$ cat src/rtl/psum_requant.sv
// Accumulates pairs of signed partial sums over a configurable group length, then
// adds bias, rounds, shifts, optionally applies ReLU, saturates and queues {ch1, ch0}.
module psum_requant #(
    parameter int PSUM_W     = 18,
    parameter int ACC_W      = 26,
    parameter int OUT_W      = 8,
    parameter int FIFO_DEPTH = 4
) (
    input  logic                clk,
    input  logic                rst,
    input  logic                en_in,
    input  logic [PSUM_W-1:0]   psum0_in,
    input  logic [PSUM_W-1:0]   psum1_in,
    input  logic [7:0]          cfg_acc_len,
    input  logic [4:0]          cfg_shift,
    input  logic                cfg_relu,
    input  logic [23:0]         bias0,
    input  logic [23:0]         bias1,
    output logic                out_valid,
    input  logic                out_ready,
    output logic [2*OUT_W-1:0]  out_data,
    output logic                overflow,
    output logic                busy
);
    localparam int AW    = (FIFO_DEPTH > 1) ? $clog2(FIFO_DEPTH) : 1;
    localparam int CW    = AW + 1;
    localparam int SUM_W = ((ACC_W > 24) ? ACC_W : 24) + 2;
    localparam logic [CW-1:0] DEPTH_C = CW'(FIFO_DEPTH);
    localparam logic signed [SUM_W-1:0] MAX_V = SUM_W'(2 ** (OUT_W - 1) - 1);
    localparam logic signed [SUM_W-1:0] MIN_V = -SUM_W'(2 ** (OUT_W - 1));

    // Accumulation stage: configuration is captured on the opening strobe of a group.
    logic                     r_open;
    logic [7:0]               r_cnt;
    logic [7:0]               r_len;
    logic [4:0]               r_shift;
    logic                     r_relu;
    logic signed [23:0]       r_bias0;
    logic signed [23:0]       r_bias1;
    logic signed [ACC_W-1:0]  r_acc0;
    logic signed [ACC_W-1:0]  r_acc1;
    logic                     r_q1_v;

    logic [7:0]               w_len_in;
    logic                     w_close;
    logic signed [ACC_W-1:0]  w_ps0;
    logic signed [ACC_W-1:0]  w_ps1;

    assign w_len_in = (cfg_acc_len == 8'd0) ? 8'd1 : cfg_acc_len;
    assign w_close  = en_in && (r_open ? ((r_cnt + 8'd1) == r_len) : (w_len_in == 8'd1));
    assign w_ps0    = ACC_W'($signed(psum0_in));
    assign w_ps1    = ACC_W'($signed(psum1_in));

    always_ff @(posedge clk) begin
        if (rst) begin
            r_open  <= 1'b0;
            r_cnt   <= 8'd0;
            r_len   <= 8'd1;
            r_shift <= 5'd0;
            r_relu  <= 1'b0;
            r_bias0 <= '0;
            r_bias1 <= '0;
            r_acc0  <= '0;
            r_acc1  <= '0;
            r_q1_v  <= 1'b0;
        end else begin
            r_q1_v <= w_close;
            if (en_in) begin
                r_open <= !w_close;
                if (!r_open) begin
                    r_cnt   <= 8'd1;
                    r_len   <= w_len_in;
                    r_shift <= cfg_shift;
                    r_relu  <= cfg_relu;
                    r_bias0 <= bias0;
                    r_bias1 <= bias1;
                    r_acc0  <= w_ps0;
                    r_acc1  <= w_ps1;
                end else begin
                    r_cnt  <= r_cnt + 8'd1;
                    r_acc0 <= r_acc0 + w_ps0;
                    r_acc1 <= r_acc1 + w_ps1;
                end
            end
        end
    end

    // Q1: bias and round-half-up constant. Shift/relu travel with the data because a
    // new group may already have reloaded the captured configuration.
    logic signed [SUM_W-1:0] w_rnd;
    logic signed [SUM_W-1:0] w_sum0;
    logic signed [SUM_W-1:0] w_sum1;
    logic signed [SUM_W-1:0] r_sum0;
    logic signed [SUM_W-1:0] r_sum1;
    logic [4:0]              r_q2_shift;
    logic                    r_q2_relu;
    logic                    r_q2_v;

    assign w_rnd  = (r_shift == 5'd0) ? '0 : (SUM_W'(1) << (r_shift - 5'd1));
    assign w_sum0 = SUM_W'(r_acc0) + SUM_W'(r_bias0) + w_rnd;
    assign w_sum1 = SUM_W'(r_acc1) + SUM_W'(r_bias1) + w_rnd;

    always_ff @(posedge clk) begin
        if (rst) begin
            r_sum0     <= '0;
            r_sum1     <= '0;
            r_q2_shift <= 5'd0;
            r_q2_relu  <= 1'b0;
            r_q2_v     <= 1'b0;
        end else begin
            r_q2_v <= r_q1_v;
            if (r_q1_v) begin
                r_sum0     <= w_sum0;
                r_sum1     <= w_sum1;
                r_q2_shift <= r_shift;
                r_q2_relu  <= r_relu;
            end
        end
    end

    function automatic logic [OUT_W-1:0] sat_out(input logic signed [SUM_W-1:0] v, input logic relu);
        if (relu && (v < 0))   return '0;
        else if (v > MAX_V)    return MAX_V[OUT_W-1:0];
        else if (v < MIN_V)    return MIN_V[OUT_W-1:0];
        else                   return v[OUT_W-1:0];
    endfunction

    // Q2: shift and clamp feed the FIFO write directly.
    logic signed [SUM_W-1:0] w_shr0;
    logic signed [SUM_W-1:0] w_shr1;
    logic [2*OUT_W-1:0]      w_q2_data;

    assign w_shr0    = r_sum0 >>> r_q2_shift;
    assign w_shr1    = r_sum1 >>> r_q2_shift;
    assign w_q2_data = {sat_out(w_shr1, r_q2_relu), sat_out(w_shr0, r_q2_relu)};

    // Output FIFO: a full write is still accepted when the head leaves the same cycle.
    logic [2*OUT_W-1:0] r_mem [FIFO_DEPTH];
    logic [AW-1:0]      r_wptr;
    logic [AW-1:0]      r_rptr;
    logic [CW-1:0]      r_count;
    logic               r_ovf;
    logic               w_rd;
    logic               w_full;
    logic               w_wr;

    assign w_rd   = out_valid && out_ready;
    assign w_full = (r_count == DEPTH_C);
    assign w_wr   = r_q2_v && (!w_full || w_rd);

    always_ff @(posedge clk) begin
        if (w_wr) r_mem[r_wptr] <= w_q2_data;
    end

    always_ff @(posedge clk) begin
        if (rst) begin
            r_wptr  <= '0;
            r_rptr  <= '0;
            r_count <= '0;
            r_ovf   <= 1'b0;
        end else begin
            if (w_wr) r_wptr <= r_wptr + 1'b1;
            if (w_rd) r_rptr <= r_rptr + 1'b1;
            r_count <= r_count + CW'(w_wr) - CW'(w_rd);
            if (r_q2_v && !w_wr) r_ovf <= 1'b1;
        end
    end

    assign out_valid = (r_count != '0);
    assign out_data  = out_valid ? r_mem[r_rptr] : '0;
    assign overflow  = r_ovf;
    assign busy      = r_open || r_q1_v || r_q2_v;
endmodule

$ cat config.mk
export PLATFORM = sky130hd
export DESIGN_NAME = psum_requant
export DESIGN_NICKNAME = d
export VERILOG_FILES = /design/src/rtl/psum_requant.sv
export SDC_FILE = /design/constraint.sdc
export NUM_CORES = 1
export LEC_CHECK = 0
export CAP_MARGIN = 40
export CORE_ASPECT_RATIO = 0.5
export CORE_UTILIZATION = 46
export DETAILED_ROUTE_END_ITERATION = 10
export PLACE_DENSITY = 0.73
export SKIP_CTS_REPAIR_TIMING = 1
export SYNTH_ARGS = -nofsm -noshare
export SYNTH_HDL_FRONTEND = slang
export SYNTH_SLANG_ARGS = --single-unit
$ cat constraint.sdc
create_clock -name clk -period 4.41 [get_ports clk]
set_input_delay 0.882 -clock clk [delete_from_list [all_inputs] [get_ports clk]]
set_output_delay 0.882 -clock clk [all_outputs]
set_load 0.02 [all_outputs]
==> results of run 1 <==
logic make-up after synthesis:
logic type	after synthesis
and+or+nand+nor	696
muxes	190
buffers and inverters	218
adders and majority gates	171
xor gates and xnor gates	96
AOI/OAI and AO/OA	597
DFF	261
Yosys cell counts (all sizes together) (27+ instances only):
| library cell | count | area, um^2 |
|---|---|---|
| a211oi | 66 | 495 |
| a21o | 70 | 526 |
| a21oi | 187 | 936 |
| a31oi | 29 | 181 |
| and2 | 39 | 244 |
| buf | 42 | 262 |
| clkbuf | 96 | 360 |
| dfxtp | 197 | 3940 |
| edfxtp | 64 | 1920 |
| fa | 59 | 1180 |
| ha | 112 | 1400 |
| inv | 78 | 293 |
| mux2i | 114 | 1140 |
| mux4 | 60 | 1400 |
| nand2 | 258 | 968 |
| nand3 | 32 | 160 |
| nor2 | 196 | 736 |
| nor2b | 27 | 169 |
| nor3 | 35 | 175 |
| o21ai | 110 | 551 |
| xnor2 | 63 | 552 |
| xor2 | 33 | 289 |
registers in the layout, summed over array words and instances, names as in the netlist, 2 cells and up, named ones only:
signal	cells
r_acc0	26
r_acc1	26
r_bias0	24
r_bias1	24
r_cnt	8
r_count	3
r_len	8
r_mem	64
r_q2_shift	5
r_rptr	2
r_shift	5
r_sum0	28
r_sum1	28
r_wptr	2
power by group through the flow:
stage	sequential, mW	clock, mW	combinational [mW]
2_1_floorplan	2.73	0	1.43
3_3_place_gp	2.80	0	2.01
3_5_place_dp	2.80	0	2.04
4_1_cts	2.75	2.36	2.05
5_1_grt	2.77	2.46	2.27
6_report	2.76	2.31	2.07
cell type report:
cell class	instances	area share, %
Clock buffer	29	2.86
Timing Repair Buffer	180	7.43
Inverter	80	1.32
Multi-Input combinational cell	1750	58.5
Clock inverter	16	0.950
Tap cell	577	3.17
Sequential cell	261	25.8
worst paths after layout:
kind / start / to / slack [ns] / cells past startpoint
max: r_shift[1] / r_sum0[25] / 0.06 / 17
min: r_bias0[4] / r_bias0[4] / 0.46 / 2
max reg2reg: r_shift[1] / r_sum0[25] / 0.06 / 17
min reg2reg: r_bias0[4] / r_bias0[4] / 0.46 / 2
routing by layer:
layer  vias to the layer above  GRT usage, %  wire (um)
met3                        72          3.32       3080
met1                      8242          36.0      26800
met4                         0          6.01       1290
met5                         -             0          0
li1                       8264             -          -
met2                       447          37.7      23800
through the flow:
stage / std cells / utilization [%] / area, um^2 / setup TNS [ns] / power [mW]
final: 2893 / 53.7 / 22800 / 0 / 7.14
after global routing: 2893 / 53.7 / 22800 / -0.00430 / 7.50
after CTS: 2890 / 53.4 / 22700 / 0 / 7.17
after detailed placement: 2845 / 51.4 / 21800 / 0 / 4.84
after global placement: 2844 / 51.3 / 21800 / 0 / 4.80
after floorplan: 2229 / - / 20000 / 0 / 4.16
critical path, cell delays in order (launching register included):
cell and delay (ns):
dfxtp_1 0.36, nor2_2 0.06, buf_4 0.13, a21boi_0 0.32, buf_4 0.19, nor2_1 0.05
and3_1 0.26, fa_1 0.46, ha_1 0.41, a21o_1 0.24, a211o_1 0.34, a21oi_1 0.25
o21ai_0 0.17, a21o_1 0.20, a31oi_2 0.17, o21ai_0 0.12, nor4b_1 0.16, a311o_1 0.33
==> out/qor.yml, run 1 <==
power_and_ir_drop:
  seqPwrFrac_pct: 38.6
  combPwrFrac_pct: 29.0
  p_leak_nw: 9.04
  switchingPower_mw: 2.24
  ir_drop_mv: 0.250
  p_int_mw: 4.89
  switching_share_pct: 31.4
  p_clk_share_pct: 32.4
  p_per_area_nw_per_um2: 313
timing:
  skew_ns: 0.0156
  worstMarginPinSlew_ns: 0.893
  fin_hold_ws_ns: 0.458
  worst_slack_ns: 0.0627
  timing.slew.headroom_pct: 40.4
  slew_violations: 0
  fmax_mhz: 230
  period_minus_slack_ns: 4.35
  fin_crit_sh_pct: 98.6
  setup_viol: 0
  rsz0062_at_grt: "yes"
  hold_viol: 0
grt:
  antenna_found_initial: 0
  overflow: 0
  grt_usage_pct: 24.4
  grt_pass1_vias: 15700
  grt_max_degree: 101
  grt_pass1_wl_um: 86800
yosys:
  synthFlopType: "dfxtp_1"
  syn_inst: 2229
  synth_compound_area_share_pct: 19.3
  ys_warn_count: 0
  synth_top_family_by_area: "compound AO/OA/AOI/OAI gates"
  ys_ff_latch: 261
  synth-async-reset-ratio_pct: 0
  seq_area_frac_synth_pct: 29.3
  yosys.area_share.simple_pct: 16.1
  yosysUniqueCellTypes: 81
  synth-edff-count: 64
  synthAdderAreaFrac_pct: 12.9
  synth_xor_area_share_pct: 4.20
  syn_area_um2: 20000
  synth_mux_area_share_pct: 13.6
  avgSynthCellArea_um2: 8.98
  syn_nets: 2502
routing:
  drc_errors: 0
  num_vias: 17000
  vias_per_cell: 5.88
  drt-wirelength-per-cell_um: 19.0
  dr.pass1.iters: 6
  antenna_left: 0
  first_iter_violations: 1160
  drt_wl_total_um: 54900
clock_tree:
  clk_latency_ns: 0.55
  clockRootBuffer: "clkbuf_16"
  clk_pin_slew_worst_paths_ns: 0.06
  cts_made_buffers: 25
  cts_tree: "done"
  htreeDepth: 1
  cts_num_sinks: 261
  clockBufferDepth: 3
die:
  die_area_um2: 44400
  core_area_um2: 42400
  row_count: 53
  boundaryPins: 121
  die_w_um: 297
  dieHeight_um: 149
  start_util_pct: 47.1
hold_path:
  min_path_type: "reg2reg"
setup_path:
  cp.arrival_ns: 4.77
  cp-end-kind: "register"
  critical_path.startpoint_type: "register"
  required_ns: 4.84
  path_class: "reg2reg"
  cp_max_fo: 7
layout:
  register_area_um2: 5880
  layout.cells.most_common: "nand2_1"
  multiInputGateArea_um2: 13300
  layout_common_cells: "nand2_1, nor2_1, dfxtp_1, a21oi_1, clkdlybuf4s50_1"
  diodes: 0
  drive_gt1_share_pct: 9.07
  synthToLayoutAreaGrowth_pct: 13.9
  nNetsFinal: 2571
  nFillCells: 3871
placement:
  port_buffers: 120
  gp_congestion: 0.959
  post-place-ws_ns: 0.0873
  detailed_place_hpwl_um: 41900
outcome:
  outcome: "complete, no violations"
flow_run:
  maxCapViolCount: 0
Note: power is estimated with default switching activity, not from simulation.
==> run 2, diff against run 1 <==
--- a/config.mk
+++ b/config.mk
@@ -6,10 +6,12 @@
 export NUM_CORES = 1
 export LEC_CHECK = 0
 export CAP_MARGIN = 40
+export CELL_PAD_IN_SITES_DETAIL_PLACEMENT = 0
+export CELL_PAD_IN_SITES_GLOBAL_PLACEMENT = 2
 export CORE_ASPECT_RATIO = 0.5
-export CORE_UTILIZATION = 46
+export CORE_UTILIZATION = 35
 export DETAILED_ROUTE_END_ITERATION = 10
-export PLACE_DENSITY = 0.73
+export PLACE_DENSITY = 0.84
 export SKIP_CTS_REPAIR_TIMING = 1
 export SYNTH_ARGS = -nofsm -noshare
 export SYNTH_HDL_FRONTEND = slang
==> run 2 against run 1 <==
Compared with the run above:
- power grew 2.2%
- via count shrank 1.9%
- clock skew rose by 0.0070 ns
- final cell count rose by 6.6%
==> out/qor.yml, run 2 (same netlist as run 1, synthesis figures left out) <==
layout:
  regMostFlops: "r_mem"  # unchanged
  layout_common_cells: "nand2_1, dfxtp_1, nor2_1, a21oi_1, clkdlybuf4s50_1"  # was nand2_1, nor2_1, dfxtp_1, a21oi_1, clkdlybuf4s50_1
  nNetsFinal: 2579  # was 2571
  fin_cells: 3084  # was 2893
  nFillCells: 5614  # was 3871
  fin_area_um2: 23200  # was 22800 um^2
  reg_top3: "r_mem: 64 flops, r_sum0: 28 flops, r_sum1: 28 flops"  # unchanged
  drive_gt1_share_pct: 9.63  # was 9.07%
  largest_register_ff_count: 64  # unchanged
  layout.cells.most_common: "nand2_1"  # unchanged
  synthToLayoutAreaGrowth_pct: 15.7  # was 13.9%
routing:
  first_iter_violations: 1100  # was 1160
  dr.pass1.iters: 6  # unchanged
  antenna_left: 0  # unchanged
  drt_wl_total_um: 59000  # was 54900 um
  vias_per_cell: 5.42  # was 5.88
  num_vias: 16700  # was 17000
  drc_errors: 0  # unchanged
  drt-wirelength-per-cell_um: 19.1  # was 19.0 um
power_and_ir_drop:
  switchingPower_mw: 2.36  # was 2.24 mW
  switching_share_pct: 32.3  # was 31.4%
  p_leak_nw: 9.12  # was 9.04 nW
  p_int_mw: 4.94  # was 4.89 mW
  p_per_area_nw_per_um2: 315  # was 313 nW/um^2
  seqPwrFrac_pct: 37.8  # was 38.6%
  combPwrFrac_pct: 28.8  # was 29.0%
  ir_drop_mv: 0.270  # was 0.250 mV
  p_clk_share_pct: 33.4  # was 32.4%
placement:
  port_buffers: 120  # unchanged
  post-place-cells: 3033  # was 2845
  gp_congestion: 0.918  # was 0.959
  detailed_place_hpwl_um: 45600  # was 41900 um
  post-place-ws_ns: -0.0685  # was 0.0873 ns
  place_area_um2: 22100  # was 21800 um^2
outcome:
  outcome: "complete, no violations"  # unchanged
clock_tree:
  clk_latency_ns: 0.56  # was 0.55 ns
  clk_pin_slew_worst_paths_ns: 0.06  # about the same
  cts_made_buffers: 27  # was 25
  clockBufferDepth: 3  # unchanged
  cts_num_sinks: 261  # unchanged
  htreeDepth: 1  # unchanged
  clockRootBuffer: "clkbuf_16"  # unchanged
  cts_tree: "done"  # unchanged
timing:
  skew_ns: 0.0226  # was 0.0156 ns
  worst_slack_ns: 0.216  # was 0.0627 ns
  rsz0062_at_grt: "no"  # was yes
  fmax_mhz: 238  # was 230 MHz
  worstMarginPinSlew_ns: 0.807  # was 0.893 ns
  setup_viol: 0  # unchanged
  fin_crit_sh_pct: 95.1  # was 98.6%
  fin_hold_ws_ns: 0.455  # was 0.458 ns
  timing.slew.headroom_pct: 46.2  # was 40.4%
  hold_viol: 0  # unchanged
  period_minus_slack_ns: 4.19  # was 4.35 ns
  final.setup.tns_ns: 0  # unchanged
  slew_violations: 0  # unchanged
setup_path:
  cp_num_buf_inv: 1  # was 2
  critical_path.startpoint_type: "register"  # unchanged
  crit_slowest_cell: "or4b_2"  # was fa_1
  critPathMaxStageDelay_ns: 0.61  # was 0.46 ns
  cp_cell_sequence: "nor2_2, ha_1, nand2_1, or2_4, nor3_4, fa_1, ha_1, inv_1, fa_1, nor2b_1, o21ai_1, a21boi_2, o31ai_2, a31oi_2, a31o_2, a31oi_1, or4b_2, o311ai_0"  # was nor2_2, buf_4, a21boi_0, buf_4, nor2_1, and3_1, fa_1, ha_1, a21o_1, a211o_1, a21oi_1, o21ai_0, a21o_1, a31oi_2, o21ai_0, nor4b_1, a311o_1
  cp.arrival_ns: 4.62  # was 4.77 ns
  cp_top_family: "adder cells"  # was compound AO/OA/AOI/OAI gates
  cp-end-kind: "register"  # unchanged
  required_ns: 4.84  # about the same
  path_class: "reg2reg"  # unchanged
  cp_max_fo: 3  # was 7
flow_run:
  maxCapViolCount: 0  # unchanged
die:
  row_count: 61  # was 53
  start_util_pct: 35.7  # was 47.1%
  dieHeight_um: 171  # was 149 um
  die_w_um: 340  # was 297 um
  die_area_um2: 58200  # was 44400 um^2
  boundaryPins: 121  # unchanged
  core_area_um2: 56000  # was 42400 um^2
grt:
  grt_pass1_vias: 15700  # about the same
  grt_pass1_wl_um: 91800  # was 86800 um
  overflow: 0  # unchanged
  antenna_found_initial: 1  # was 0
  grt_max_degree: 118  # was 101
  grt_usage_pct: 20.0  # was 24.4%
hold_path:
  min_path_type: "reg2reg"  # unchanged
==> run 2: final timing paths <==
path / start / to / slack (ns) / cells after the start
max: r_shift[0] / r_sum0[19] / 0.22 / 18
min: r_bias0[5] / r_bias0[5] / 0.46 / 2
max reg2reg: r_shift[0] / r_sum0[19] / 0.22 / 18
min reg2reg: r_bias0[5] / r_bias0[5] / 0.46 / 2
==> run 2: power groups by stage <==
stage                     Combinational, mW  Sequential [mW]  Clock, mW
after detailed placement               2.09             2.81          0
after CTS                              2.10             2.76       2.49
after global routing                   2.32             2.77       2.59
final                                  2.10             2.76       2.44
after floorplan                        1.43             2.73          0
after global placement                 2.07             2.81          0
==> run 2: layout make-up <==
type                    instances  area [um^2]  area share, %
diodes                          2         5.00         0.0216
clock buffers                  37          793           3.43
clock inverters                12          144          0.621
inverters                      80          300           1.30
multi-input cells            1750        13400           57.7
flip-flops and latches        261         5880           25.4
well taps                     756          946           4.08
repair buffers                186         1730           7.45
==> run 2: layer usage <==
layer / vias up / wire, um / share of wire [%] / GRT usage, %
li1: 8296 / - / - / -
met1: 8076 / 30800 / 52 / 30.1
met2: 280 / 24900 / 42 / 30.6
met3: 53 / 2230 / 3.8 / 2.41
met4: 0 / 1090 / 1.8 / 3.72
met5: - / 0 / 0 / 0
==> run 2: through the flow <==
| step | total power [mW] | util [%] |
|---|---|---|
| 3_5_place_dp | 4.90 | 39.4 |
| 6_report | 7.30 | 41.3 |
| 4_1_cts | 7.34 | 41.1 |
| 2_1_floorplan | 4.16 | - |
| 5_1_grt | 7.68 | 41.3 |
| 3_3_place_gp | 4.88 | 39.4 |
==> run 2: worst register-to-register path, stage by stage (launching register included) <==
cell and delay [ns]:
dfxtp_1 0.32, nor2_2 0.13, ha_1 0.25, nand2_1 0.10, or2_4 0.15, nor3_4 0.05
fa_1 0.49, ha_1 0.18, inv_1 0.06, fa_1 0.38, nor2b_1 0.13, o21ai_1 0.11
a21boi_2 0.19, o31ai_2 0.11, a31oi_2 0.33, a31o_2 0.24, a31oi_1 0.11, or4b_2 0.61
o311ai_0 0.12
